## src/rtl/ladybird_mem_arbiter_pkg.sv

```systemverilog
// ladybird_config: shared configuration for the ladybird core slice.
// Holds the default datapath width, the arbiter FSM state and owner
// encodings, and the funct3 value used for instruction fetches
// (a full 32-bit word access).
package ladybird_config;

  localparam int XLEN = 32;

  localparam logic [2:0] FETCH_FUNCT3 = 3'b010;

  typedef enum logic [1:0] {
    ST_IDLE,
    ST_REQ,
    ST_RESP
  } arb_state_t;

  typedef enum logic {
    OWN_IF,
    OWN_D
  } arb_owner_t;

endpackage

```

## src/rtl/ladybird_mem_arbiter_if.sv

```systemverilog
// Downstream memory bus of the ladybird arbiter.
//   master : arbiter side. It drives the request (m_valid, m_addr, m_data,
//            m_we, m_funct) and receives m_ready, m_rvalid and m_rdata.
//   slave  : memory side, with the opposite directions.
interface ladybird_mem_arbiter_if #(
  parameter int XLEN = 32
);
  logic            m_valid;
  logic            m_ready;
  logic [XLEN-1:0] m_addr;
  logic [XLEN-1:0] m_data;
  logic            m_we;
  logic [2:0]      m_funct;
  logic            m_rvalid;
  logic [XLEN-1:0] m_rdata;

  modport master (
    output m_valid, m_addr, m_data, m_we, m_funct,
    input  m_ready, m_rvalid, m_rdata
  );

  modport slave (
    input  m_valid, m_addr, m_data, m_we, m_funct,
    output m_ready, m_rvalid, m_rdata
  );
endinterface

```

## src/rtl/ladybird_mem_arbiter.sv

```systemverilog
// ladybird_mem_arbiter: shares one memory port between instruction fetch
// and load/store traffic. Only one transaction is outstanding at a time.
// Ports:
//   clk, nrst               clock and synchronous active-low reset
//   i_if_valid/ready/addr   fetch request; o_if_valid/o_if_data is the response
//   i_flush                 drops an in-flight fetch response
//   i_d_valid/ready/addr/data/we/funct  load/store request;
//                           o_d_valid/o_d_data is the response
//   mem                     downstream bus (master modport)
// Data wins arbitration, except that after MAX_DATA_STREAK consecutive data
// grants taken while fetch was waiting, fetch is served once.
module ladybird_mem_arbiter
  import ladybird_config::*;
#(
  parameter int XLEN            = ladybird_config::XLEN,
  parameter int MAX_DATA_STREAK = 4
) (
  input  logic                   clk,
  input  logic                   nrst,
  input  logic                   i_if_valid,
  output logic                   i_if_ready,
  input  logic [XLEN-1:0]        i_if_addr,
  output logic                   o_if_valid,
  output logic [XLEN-1:0]        o_if_data,
  input  logic                   i_flush,
  input  logic                   i_d_valid,
  output logic                   i_d_ready,
  input  logic [XLEN-1:0]        i_d_addr,
  input  logic [XLEN-1:0]        i_d_data,
  input  logic                   i_d_we,
  input  logic [2:0]             i_d_funct,
  output logic                   o_d_valid,
  output logic [XLEN-1:0]        o_d_data,
  ladybird_mem_arbiter_if.master mem
);

  localparam int SW = $clog2(MAX_DATA_STREAK + 1);

  arb_state_t      state, state_nx;
  arb_owner_t      owner;
  logic [SW-1:0]   streak;
  logic            drop;
  logic [XLEN-1:0] addr_q, data_q;
  logic            we_q;
  logic [2:0]      funct_q;
  logic            sel_d, streak_full;

  // Selection is only meaningful in IDLE, and the readies are gated by
  // state. Each ready also needs its valid, so the two can never be high
  // together.
  assign streak_full = (streak == SW'(MAX_DATA_STREAK));
  assign sel_d       = i_d_valid && !(i_if_valid && streak_full);
  assign i_d_ready   = (state == ST_IDLE) && sel_d;
  assign i_if_ready  = (state == ST_IDLE) && i_if_valid && !sel_d;

  assign mem.m_valid = (state == ST_REQ);
  assign mem.m_addr  = addr_q;
  assign mem.m_data  = data_q;
  assign mem.m_we    = we_q;
  assign mem.m_funct = funct_q;

  always_comb begin
    state_nx = state;
    case (state)
      ST_IDLE: if (i_d_ready || i_if_ready) state_nx = ST_REQ;
      ST_REQ:  if (mem.m_ready)             state_nx = ST_RESP;
      ST_RESP: if (mem.m_rvalid)            state_nx = ST_IDLE;
      default:                              state_nx = ST_IDLE;
    endcase
  end

  always_ff @(posedge clk) begin
    if (!nrst) begin
      state      <= ST_IDLE;
      owner      <= OWN_IF;
      streak     <= '0;
      drop       <= 1'b0;
      addr_q     <= '0;
      data_q     <= '0;
      we_q       <= 1'b0;
      funct_q    <= '0;
      o_if_valid <= 1'b0;
      o_if_data  <= '0;
      o_d_valid  <= 1'b0;
      o_d_data   <= '0;
    end else begin
      state      <= state_nx;
      o_if_valid <= 1'b0;
      o_d_valid  <= 1'b0;

      if (i_d_ready) begin
        owner   <= OWN_D;
        addr_q  <= i_d_addr;
        data_q  <= i_d_data;
        we_q    <= i_d_we;
        funct_q <= i_d_funct;
        // The streak counts only data grants that make fetch wait.
        if (i_if_valid && !streak_full) streak <= streak + SW'(1);
      end else if (i_if_ready) begin
        owner   <= OWN_IF;
        addr_q  <= i_if_addr;
        data_q  <= '0;
        we_q    <= 1'b0;
        funct_q <= FETCH_FUNCT3;
        streak  <= '0;
      end

      // A fetch redirected while in flight still completes downstream.
      // Only its response is swallowed.
      if (state != ST_IDLE && owner == OWN_IF && i_flush) drop <= 1'b1;

      if (state == ST_RESP && mem.m_rvalid) begin
        drop <= 1'b0;
        if (owner == OWN_D) begin
          o_d_valid <= 1'b1;
          o_d_data  <= mem.m_rdata;
        end else if (!(drop || i_flush)) begin
          o_if_valid <= 1'b1;
          o_if_data  <= mem.m_rdata;
        end
      end
    end
  end

endmodule
```

## src/flat_wrapper.sv

```systemverilog
// flat-port wrapper written by rule: the top's interface ports become plain ports
module ladybird_mem_arbiter_flat import ladybird_config::*;
#(
  parameter int XLEN            = ladybird_config::XLEN,
  parameter int MAX_DATA_STREAK = 4
)
  (clk, nrst, i_if_valid, i_if_ready, i_if_addr, o_if_valid, o_if_data, i_flush, i_d_valid, i_d_ready, i_d_addr, i_d_data, i_d_we, i_d_funct, o_d_valid, o_d_data, mem_m_valid, mem_m_addr, mem_m_data, mem_m_we, mem_m_funct, mem_m_ready, mem_m_rvalid, mem_m_rdata);
  ladybird_mem_arbiter_if #(.XLEN(XLEN)) mem_i ();
  input  logic clk;
  input  logic nrst;
  input  logic i_if_valid;
  output logic i_if_ready;
  input  logic [XLEN-1:0] i_if_addr;
  output logic o_if_valid;
  output logic [XLEN-1:0] o_if_data;
  input  logic i_flush;
  input  logic i_d_valid;
  output logic i_d_ready;
  input  logic [XLEN-1:0] i_d_addr;
  input  logic [XLEN-1:0] i_d_data;
  input  logic i_d_we;
  input  logic [2:0] i_d_funct;
  output logic o_d_valid;
  output logic [XLEN-1:0] o_d_data;
  output wire logic [$bits(mem_i.m_valid)-1:0] mem_m_valid;
  output wire logic [$bits(mem_i.m_addr)-1:0] mem_m_addr;
  output wire logic [$bits(mem_i.m_data)-1:0] mem_m_data;
  output wire logic [$bits(mem_i.m_we)-1:0] mem_m_we;
  output wire logic [$bits(mem_i.m_funct)-1:0] mem_m_funct;
  input wire logic [$bits(mem_i.m_ready)-1:0] mem_m_ready;
  input wire logic [$bits(mem_i.m_rvalid)-1:0] mem_m_rvalid;
  input wire logic [$bits(mem_i.m_rdata)-1:0] mem_m_rdata;
  assign mem_m_valid = mem_i.m_valid;
  assign mem_m_addr = mem_i.m_addr;
  assign mem_m_data = mem_i.m_data;
  assign mem_m_we = mem_i.m_we;
  assign mem_m_funct = mem_i.m_funct;
  assign mem_i.m_ready = mem_m_ready;
  assign mem_i.m_rvalid = mem_m_rvalid;
  assign mem_i.m_rdata = mem_m_rdata;
  ladybird_mem_arbiter #(.XLEN(XLEN), .MAX_DATA_STREAK(MAX_DATA_STREAK)) u_core (.clk(clk), .nrst(nrst), .i_if_valid(i_if_valid), .i_if_ready(i_if_ready), .i_if_addr(i_if_addr), .o_if_valid(o_if_valid), .o_if_data(o_if_data), .i_flush(i_flush), .i_d_valid(i_d_valid), .i_d_ready(i_d_ready), .i_d_addr(i_d_addr), .i_d_data(i_d_data), .i_d_we(i_d_we), .i_d_funct(i_d_funct), .o_d_valid(o_d_valid), .o_d_data(o_d_data), .mem(mem_i));
endmodule
```

## config.mk

```make
export PLATFORM = sky130hd
export DESIGN_NAME = ladybird_mem_arbiter_flat
export DESIGN_NICKNAME = d
export VERILOG_FILES = /design/src/rtl/ladybird_mem_arbiter_pkg.sv /design/src/rtl/ladybird_mem_arbiter_if.sv /design/src/rtl/ladybird_mem_arbiter.sv /design/src/flat_wrapper.sv
export SDC_FILE = /design/constraint.sdc
export NUM_CORES = 1
export LEC_CHECK = 0
export ABC_AREA = 0
export CAP_MARGIN = 20
export CORE_ASPECT_RATIO = 1.4
export CORE_MARGIN = 3
export CORE_UTILIZATION = 40
export CTS_CLUSTER_DIAMETER = 30
export DETAILED_ROUTE_END_ITERATION = 8
export HOLD_SLACK_MARGIN = 0.05
export PLACE_DENSITY = 0.9
export REMOVE_ABC_BUFFERS = 1
export SYNTH_ARGS = -nofsm -noshare
export SYNTH_HDL_FRONTEND = slang
export SYNTH_SLANG_ARGS = --single-unit
```

## constraint.sdc

```tcl
create_clock -name clk -period 4.55 [get_ports clk]
set_clock_uncertainty 0.1 [all_clocks]
set_input_delay 0.91 -clock clk [delete_from_list [all_inputs] [get_ports clk]]
set_output_delay 0.91 -clock clk [all_outputs]
set_load 0.01 [all_outputs]
```

-- Word-level counts from Yosys, hierarchy flattened
Index checks and enable logic that the tools add are counted.
- flip-flop bits (word level): 141
- bits in latches: 0
- bits in writable memories: 0
- ROM bits: 0
- bits of input ports: 139
- output and inout port bits: 137
- logic and storage cells: 66
- memories kept: 0
- $add $sub $neg: 1
- $mul: 0
- div/mod/pow operators: 0
- $lt $le $gt $ge: 0
- equality and inequality tests: 7
- shift operators: 0
- mux-type cells: 18
- bitwise logic cells: 4
- reductions and logical operators: 24
- operators by type and width (kind ; number):
    32-bit two-way mux ; 4
    3-bit two-way mux ; 5
    1-bit logical AND ; 9
    2-bit two-way mux ; 3
    2-bit != test (second input constant) ; 3
    2-bit case mux with 3 select lines ; 1
    2-bit AND reduction ; 3
    3-bit AND reduction ; 2
    1-bit two-way mux ; 5
    1-bit inverter ; 4
    2-bit nonzero test ; 2
    3-bit by 1-bit adder with 3-bit output (second input constant) ; 1
    3-bit == test (second input constant) ; 1
    1-bit logical NOT ; 3
    3-bit OR reduction ; 1
    2-bit by 1-bit == test with 1-bit output (second input constant) ; 1
    2-bit == test (second input constant) ; 1
    2-bit logical NOT ; 1
    1-bit logical OR ; 2
    2-bit by 1-bit != test with 1-bit output (second input constant) ; 1
    2-bit OR reduction ; 1

-- Logic depth before layout (Yosys ltp)
- word-level depth: 9
- gate-level depth with buffers: 7
- mapped depth without buffers: 5

-- Least setup slack after synthesis
Ideal clock, no wire load.
- path type: input to output
- from: in i_d_valid
- to: out i_d_ready
- arrival time: 1.766 ns
- data required time: 3.540 ns
- setup slack: 1.774 ns
- stages on the path: 5
- path buffers: 2
- cells stage by stage: buf_2 nor3b_4 nand2_4 buf_4 inv_1
- cells in the longest elaborated chain, start to end: 2
- ends and longest elaborated chain (element ; RTL line ; text):
    start: declaration ; flat_wrapper.sv:17 ; input logic i_d_valid;
    1-bit logical AND ; ladybird_mem_arbiter.sv:52 ; assign sel_d = i_d_valid && !(i_if_valid && streak_full);
    1-bit logical AND ; ladybird_mem_arbiter.sv:53 ; assign i_d_ready = (state == ST_IDLE) && sel_d;
    end: declaration ; flat_wrapper.sv:18 ; output logic i_d_ready;
Every way passes these cells.

-- Worst setup path in the final report
- from: in i_d_valid
- to: out i_if_ready
- cells in the longest elaborated chain, start to end: 3
- ends and longest elaborated chain (element ; RTL line ; text):
    1-bit logical AND ; ladybird_mem_arbiter.sv:52 ;
    1-bit logical NOT ; ladybird_mem_arbiter.sv:54 ; assign i_if_ready = (state == ST_IDLE) && i_if_valid && !sel_d;
    1-bit logical AND ; ladybird_mem_arbiter.sv:54 ;
    end: declaration ; flat_wrapper.sv:12 ; output logic i_if_ready;
Every way passes these cells.

==> impl_metrics.env <==
export IMPL_seqCellArea_um2=2823
export IMPL_slew_headroom=0.4068
export IMPL_multi_input_area_um2=2611
export IMPL_synthSimpleGateAreaFrac=0.2072
export IMPL_synth_compound_area_share=0.2394
export IMPL_met2WireLength_um=9753
export IMPL_ios=276
export IMPL_hpwl_um=13340
export IMPL_cp_arrival_ns=2.59
export IMPL_yosys_warnings=0
export IMPL_rrSetupSlack_ns=2.20
export IMPL_area_growth_pct=60.55
export IMPL_r2r_start="u_core.state[1]$_SDFFE_PN0P_"
export IMPL_cts_root_buf="clkbuf_16"
export IMPL_p_leak_nw=3.132
export IMPL_grt_pass1_wl_um=30490
export IMPL_wl_met3_um=1482
export IMPL_top_layer_used="met4"
export IMPL_dr_total_vias=6150
export IMPL_fp_dieArea_um2=15910
export IMPL_clk_pin_slew_ns=0.06
export IMPL_setup_slack_ns=0.9477
export IMPL_critPathKind="in -> out"
export IMPL_drc=0
export IMPL_placed_area_um2=8584
export IMPL_pre_cts_ws_ns=0.9805
export IMPL_setup_viol=0
export IMPL_via_per_inst=5.486
export IMPL_cts_htree_levels=4
export IMPL_die_w_um=107.5
export IMPL_whs_ns=0.3527
export IMPL_num_rows=51
export IMPL_wirelength_met1_um=7380
export IMPL_hold_depth=2
export IMPL_synth_edf_count=0
export IMPL_fin_crit_ns=3.602
export IMPL_synth_adder_area_share=0.004340
export IMPL_ir_drop_v=0.0002512
export IMPL_avgSynthCellArea_um2=8.368
export IMPL_tns_ns=0
export IMPL_grt_max_degree=67
export IMPL_path_max_fanout=9
export IMPL_stdcell_area_um2=9256
export IMPL_synthXorXnorAreaFrac=0
export IMPL_cts_resized=0
export IMPL_syn_cell_area_um2=5766
export IMPL_diodes=0
export IMPL_drt_total_wl_um=19300
export IMPL_synth_cell_type_count=39
export IMPL_grt_pass1_vias=6054
export IMPL_worst_pin_slew_ns=0.8898
export IMPL_ant_nets=0
export IMPL_yosysSeqAreaShare=0.4896
export IMPL_p_per_area_nw_per_um2=370.4
export IMPL_synth_top_family_by_area="compound AO/OA/AOI/OAI gates"
export IMPL_fin_nets=1066
export IMPL_grt_usage=0.2388
export IMPL_start_util=0.4107
export IMPL_cts_hold_buf=0
export IMPL_end_kind="output port"
export IMPL_synth_area_leader_cell="dfxtp_1"
export IMPL_muxShareOfSynthArea=0
export IMPL_drive_gt1_frac=0.07692
export IMPL_post_cts_setup_buffer_count=0
export IMPL_gp_congestion=0.8001
export IMPL_p_total_mw=3.429
export IMPL_synthTopCellsByArea="dfxtp_1 49%, a21oi_1 8.9%, nand2_1 7.7%, nand3_1 7.1%, o211ai_1 4.6%"
export IMPL_die_h_um=148.1
export IMPL_worst_ep_required_time_ns=3.54
export IMPL_antenna_found_initial=0
export IMPL_drtPass1Iterations=5
export IMPL_fillers=1128
export IMPL_start_kind="input port"
export IMPL_drv_slew=0
export IMPL_hold_end="u_core.o_d_data[30]$_SDFFE_PN0P_"
export IMPL_fmax_ghz=0.2776
export IMPL_min_delay_path_class="reg -> reg"
export IMPL_cap_violations=0
export IMPL_cts_tree="yes"
export IMPL_wl_per_cell_um=17.21
export IMPL_postSynth_asyncResetShare=0
export IMPL_clkLatencyLatePin_ns=0.40
export IMPL_synth_main_ff_cell="dfxtp_1"
export IMPL_reg2reg_to="u_core.mem.m_data[6]$_SDFFE_PN0P_"
export IMPL_worstHoldStart="u_core.o_d_data[30]$_SDFFE_PN0P_"
export IMPL_synthCells=689
export IMPL_ys_seq_elements=141
export IMPL_clock_sinks=141
export IMPL_port_buffers=275
export IMPL_core_area_um2=14040
export IMPL_worst_r2r_path_depth=4
export IMPL_clock_path_buffers=2
export IMPL_period_share=0.7917
export IMPL_gr_total_overflow=0
export IMPL_drtIter0Drc=411
export IMPL_outcome="finished, final reports clean"
export IMPL_cts_made_buffers=17
export IMPL_hold_violations=0
export IMPL_rsz0062_at_grt="false"
export IMPL_synth_top_area_share=0.4896
[how the worst max path moves through the flow]
| stage | start | endpoint | depth (start not counted) |
|---|---|---|---|
| after floorplan | nrst | u_core.state[0]$_SDFFE_PN0P_ | 2 |
| after global placement | i_d_valid | i_if_ready | 4 |
| after detailed placement | i_d_valid | i_if_ready | 4 |
| after CTS | i_d_valid | i_if_ready | 4 |
| after global routing | i_d_valid | i_if_ready | 4 |
| final | i_d_valid | i_if_ready | 4 |
[cells in the final DEF (no fill, tap or decap), drive strengths merged]
cell and n:
clkinv 3, nor2 4, inv 8, nand2 119, and3b 1, or2 1, a31oi 8, o22a 1
dfxtp 141, a21bo 1, ha 2, o21ai 40, nor2b 1, or3 1, nor3b 3, nor3 30
and2 1, nand4b 2, a21oi 103, nand4 2, and3 1, nand3 82, clkbuf 18, nor4b 1
and4b 1, bufinv 6, o211ai 35, or3b 2, clkdlybuf4s50 275, buf 15, a311oi 25, nand3b 1
nand2b 1, a211oi 1
[registers in the layout (all words and copies together) (netlist names)]
signal              count
u_core.o_if_valid       1
u_core.mem.m_addr      32
u_core.mem.m_we         1
u_core.drop             1
u_core.streak           3
u_core.o_d_valid        1
u_core.owner            1
u_core.state            2
u_core.mem.m_data      32
u_core.mem.m_funct      3
u_core.o_d_data        32
u_core.o_if_data       32
[critical path, cell delays in order]
cell,delay [ns]
clkdlybuf4s50_1,0.56
a21bo_1,0.40
and2_1,0.18
clkdlybuf4s50_1,0.54
[metrics by stage]
stage	cells	util
2_1_floorplan	616	-
3_3_place_gp	1090	0.6095
3_5_place_dp	1091	0.6115
4_1_cts	1121	0.6594
5_1_grt	1121	0.6594
6_report	1121	0.6594
[power by group]
part / switching (mW) / total, mW / internal [mW] / leakage [nW]
Combinational: 0.247 / 0.519 / 0.272 / 1.66
Sequential: 0.0354 / 1.33 / 1.29 / 1.15
Clock: 0.538 / 1.58 / 1.05 / 0.327
[cells by family after synthesis]
kind of cell | after synthesis
buffers and inverters | 78
AND/OR/NAND/NOR | 254
adder cells (fa/ha/maj) | 2
AO/OA/AOI/OAI | 214
flip-flops | 141
[metal layers]
layer / up-vias / track usage
li1: 2938 / -
met1: 2886 / 0.2784
met2: 280 / 0.4013
met3: 46 / 0.06947
met4: 0 / 0.1124
met5: - / 0
[Yosys cell counts, types with 4 or more instances]
| cell | number |
|---|---|
| nand2_1 | 118 |
| nor2_1 | 4 |
| nand3_1 | 82 |
| a311oi_2 | 17 |
| o211ai_1 | 35 |
| buf_4 | 4 |
| a21oi_1 | 103 |
| dfxtp_1 | 141 |
| inv_1 | 4 |
| a311oi_1 | 8 |
| o21ai_1 | 27 |
| buf_2 | 22 |
| nor3_1 | 30 |
| a31oi_1 | 8 |
| o21ai_0 | 13 |
| clkbuf_1 | 44 |
[layout make-up]
type                            instances  share of cell area
Timing Repair Buffer                  290              0.3131
Sequential cell                       141              0.3049
Multi-Input combinational cell        470              0.2821
Clock buffer                           18             0.04745
Clock inverter                         12             0.02514
Tap cell                              185             0.02501
Inverter                                5            0.002298
No activity file was read; power rests on OpenSTA's default activity.
